`src/rtl/cp0.sv`:
```
// CP0 coprocessor: SR/Cause/EPC/PRId registers, interrupt/exception request
// generation and exception-entry state capture.
module cp0 (
   input  logic        clk,
   input  logic        reset,
   input  logic [4:0]  A,
   input  logic [31:0] DIn,
   input  logic        WE,
   input  logic [31:0] PC_M,
   input  logic        BD_M,
   input  logic [4:0]  ExcCode_M,
   input  logic [5:0]  HWInt,
   input  logic        EXLClr,
   output logic [31:0] DOut,
   output logic [31:0] EPC_out,
   output logic        Req
);

   localparam int unsigned ADDR_W = 5;
   localparam logic [ADDR_W-1:0] A_SR    = ADDR_W'(12);
   localparam logic [ADDR_W-1:0] A_CAUSE = ADDR_W'(13);
   localparam logic [ADDR_W-1:0] A_EPC   = ADDR_W'(14);
   localparam logic [ADDR_W-1:0] A_PRID  = ADDR_W'(15);
   localparam logic [31:0]       PRID    = 32'h2022_1108;

   // SR fields
   logic [5:0]  im;
   logic        exl;
   logic        ie;
   // Cause fields
   logic        bd;
   logic [5:0]  ip;
   logic [4:0]  exc_code;
   // EPC is word aligned, so only [31:2] is stored
   logic [29:0] epc;

   logic        int_req;
   logic        exc_req;
   logic [31:0] epc_victim;
   logic [31:0] sr_val;
   logic [31:0] cause_val;
   logic [31:0] epc_val;
   logic        unused_bits;

   assign int_req    = ie & ~exl & (|(HWInt & im));
   assign exc_req    = ~exl & (ExcCode_M != 5'd0);
   assign Req        = ~reset & (int_req | exc_req);

   // A delay-slot victim restarts at its branch
   assign epc_victim = BD_M ? (PC_M - 32'd4) : PC_M;
   assign unused_bits = ^epc_victim[1:0];

   assign sr_val    = {16'd0, im, 8'd0, exl, ie};
   assign cause_val = {bd, 15'd0, ip, 3'd0, exc_code, 2'd0};
   assign epc_val   = {epc, 2'b00};
   assign EPC_out   = epc_val;

   // mfc0 read mux
   always_comb begin
      DOut = 32'd0;
      case (A)
         A_SR:    DOut = sr_val;
         A_CAUSE: DOut = cause_val;
         A_EPC:   DOut = epc_val;
         A_PRID:  DOut = PRID;
         default: DOut = 32'd0;
      endcase
   end

   // Exception entry has priority over mtc0 and eret on the same edge
   always_ff @(posedge clk) begin
      if (reset) begin
         im       <= 6'd0;
         exl      <= 1'b0;
         ie       <= 1'b0;
         bd       <= 1'b0;
         ip       <= 6'd0;
         exc_code <= 5'd0;
         epc      <= 30'd0;
      end else begin
         ip <= HWInt;
         if (Req) begin
            exl      <= 1'b1;
            bd       <= BD_M;
            exc_code <= int_req ? 5'd0 : ExcCode_M;
            epc      <= epc_victim[31:2];
         end else begin
            if (WE && (A == A_SR)) begin
               im  <= DIn[15:10];
               exl <= DIn[1];
               ie  <= DIn[0];
            end
            if (WE && (A == A_EPC)) begin
               epc <= DIn[31:2];
            end
            // eret clear overrides an SR write of EXL in the same cycle
            if (EXLClr) begin
               exl <= 1'b0;
            end
         end
      end
   end

endmodule

```
`config.mk`:
```
export PLATFORM = sky130hd
export DESIGN_NAME = cp0
export DESIGN_NICKNAME = d
export VERILOG_FILES = /design/src/rtl/cp0.sv
export SDC_FILE = /design/constraint.sdc
export NUM_CORES = 1
export LEC_CHECK = 0
export BUFFER_PORTS_ARGS = -buffer_cell sky130_fd_sc_hd__buf_4
export CAP_MARGIN = 40
export CORE_UTILIZATION = 51
export CTS_CLUSTER_DIAMETER = 150
export CTS_CLUSTER_SIZE = 8
export DETAILED_ROUTE_END_ITERATION = 10
export PLACE_DENSITY = 0.86
export SLEW_MARGIN = 20
export SYNTH_ARGS = -nofsm -noshare
export SYNTH_HDL_FRONTEND = slang
export SYNTH_SLANG_ARGS = --single-unit
```
`constraint.sdc`:
```
create_clock -name clk -period 5.47 [get_ports clk]
set_input_delay 0.2735 -clock clk [delete_from_list [all_inputs] [get_ports clk]]
set_output_delay 0.2735 -clock clk [all_outputs]
set_load 0.1 [all_outputs]
```
==> impl_metrics.tcl <==
set metrics [dict create \
    wl_um 11000 \
    cp_max_fo 33 \
    hold_viol 0 \
    switchingPower_w 0.000427 \
    dp.final_hpwl_um 8100 \
    cts_hold_buf 0 \
    synth_enable_flop_cells 0 \
    h-tree-depth 2 \
    tns_ns 0 \
    insertion_delay_ns 0.30 \
    maxCapViolations 0 \
    synth_area_leader_cell "dfxtp_1" \
    status "completed" \
    cts_resized 0 \
    drive_gt1_frac 0.310 \
    num_io_pins 150 \
    ys_warn_count 0 \
    layout_commonest_cell "buf_4" \
    cts_root_buf "clkbuf_8" \
    vias 3814 \
    cts_tree "built" \
    wl_per_cell_um 18.2 \
    rsz0062_at_grt "no" \
    slew_headroom 0.418 \
    synth_cell_types 46 \
    numCtsBuffers 5 \
    synth_top_cell_area_share 0.303 \
    fin_crit_sh 0.423 \
    multi_input_area_um2 2130 \
    synth_seq_cells 50 \
    p_leak_nw 1.93 \
    finalNonFillerCells 604 \
    p_sw_frac 0.400 \
    detail-route-antenna-nets 0 \
    fillers 513 \
    place.gp.congestion 0.883 \
    crit_required_ns 5.20 \
    avgSynthCellArea_um2 8.03 \
    seq_area_frac_synth 0.303 \
    hold_depth 2 \
    die_h_um 82.5 \
    pwr-share-seq 0.388 \
    power.density_nw_per_um2 236 \
    yosys_most_used_dff "dfxtp_1" \
    grt_pass1_vias 3476 \
    cts_setup_buffers 0 \
    area_growth_pct 37.1 \
    grt_usage 0.323 \
    clock_path_buffers 2 \
    start_util 0.542 \
    die-area_um2 6800 \
    p_clk_frac 0.241 \
    post-place-ws_ns 2.48 \
    synth_cells 411 \
    reg2reg_depth 5 \
    clkTransAtPathRegs_ns 0.09 \
    cts_sinks 50 \
    grt_max_degree 59 \
    grt_antenna_before_repair 0 \
    gr-total-overflow 0 \
    crit_arrival_ns 2.04 \
    synth_area_leaders "dfxtp_1, and3_1, a2111oi_0, a311oi_1, clkbuf_1" \
    die_w_um 82.5 \
    syn-cell-area_um2 3300 \
    drc 0 \
    routed_via_density 6.31 \
    first_pass_iters 4 \
    pwr-share-comb 0.371 \
    critPathCaptureType "primary output" \
    io_buffers 145 \
    tightest_slew_ns 0.871 \
    layout.nets 614 \
    seqCellArea_um2 1000 \
    timing.hold.ws_ns 0.188 \
    final_cell_mix "buf_4, dfxtp_1, and3_1" \
    layout_min_cycle_time_ns 2.31 \
    finClkSkew_ns 0.00704 \
    fin_ws_ns 3.16 \
    min_path_type "in -> reg" \
    grt_pass1_wl_um 16900 \
    slew_violations 0 \
    placedCellCount 594 \
    intPower_w 0.000642 \
    worstSetupPathType "reg -> out" \
    postSynth.asyncResetShare 0 \
    drtIter0Drc 303 \
    rows 28 \
    start_kind "flip-flop" \
    ir_worst_vdd_mv 0.124 \
    max_freq_mhz 432 \
    setup_violations 0 \
    diodes 0 \
    core_area_um2 6100 \
]
-- area by class of cell --
type                            count  area share
Multi-Input combinational cell    315       0.472
Clock buffer                        7      0.0169
Timing Repair Buffer              152       0.260
Inverter                            4     0.00332
Tap cell                           75      0.0207
Clock inverter                      1     0.00664
Sequential cell                    50       0.221
-- worst max-delay path: stages (launching register included) --
cell	delay [ns]
dfxtp_1	0.37
a22oi_1	0.15
a311oi_4	0.32
buf_4	0.35
nor2_1	0.12
nor2_1	0.12
buf_4	0.30
-- power by group through the flow --
stage	Combinational, W	Sequential [W]	Clock (W)
2_1_floorplan	0.000122	0.000565	0
3_3_place_gp	0.000382	0.000422	0
3_5_place_dp	0.000392	0.000422	0
4_1_cts	0.000393	0.000414	0.000256
5_1_grt	0.000415	0.000417	0.000274
6_report	0.000397	0.000415	0.000257
-- layer usage --
layer / vias up / global-route usage / part of all wire / wire length, um
li1: 1828 / - / - / -
met1: 1781 / 0.419 / 0.42 / 4630
met2: 188 / 0.561 / 0.49 / 5420
met3: 17 / 0.0352 / 0.073 / 803
met4: 0 / 0.0930 / 0.015 / 163
met5: - / 0 / 0 / 0
-- synthesized netlist by cell type, types with 2 or more instances --
cell type,instances
mux2i_1,12
nand2b_1,14
a311oi_1,17
nor4_1,6
and3b_1,3
nand3_1,12
xor2_1,5
buf_2,3
dfxtp_1,50
nor3_2,2
and3_1,46
nand2_1,11
nor2b_1,10
o21ai_0,6
nor2_1,32
buf_4,2
o41ai_1,2
clkbuf_1,37
or4_1,12
nor3_1,6
a211oi_1,15
a22oi_1,8
or3_1,10
inv_1,4
nand4_1,7
a21oi_1,13
xnor2_1,8
a2111oi_0,30
o31ai_1,11
-- worst paths after layout --
kind / startpoint / end / slack (ns)
setup / recovery: im[5] / Req / 3.16
hold / removal: HWInt[1] / ip[1] / 0.19
setup reg to reg: im[0] / epc[20] / 3.20
hold reg to reg: exc_code[4] / exc_code[4] / 0.48
-- through the flow --
step | power (W) | area [um^2] | util
after floorplan | 0.000688 | 3310 | -
after global placement | 0.000804 | 4350 | 0.713
after detailed placement | 0.000814 | 4390 | 0.720
after CTS | 0.00106 | 4500 | 0.737
after global routing | 0.00111 | 4530 | 0.742
final | 0.00107 | 4530 | 0.742
-- cells by family (layout without fill, tap and decap cells) --
family,Yosys count,count (layout),synth area share
buffers and inverters,47,164,0.0568
muxes,12,12,0.0364
xor gates and xnor gates,13,13,0.0345
AOI/OAI and AO/OA,107,107,0.247
DFF,50,50,0.303
other,1,2,0.00114
and+or+nand+nor,180,180,0.317
adders and majority gates,1,1,0.00379
-- state kept, by name, summed over array words and instances, names as in the netlist --
name and count:
bd 1, epc 30, exc_code 5, exl 1, ie 1, im 6, ip 6
(Power assumes the default switching activity.)
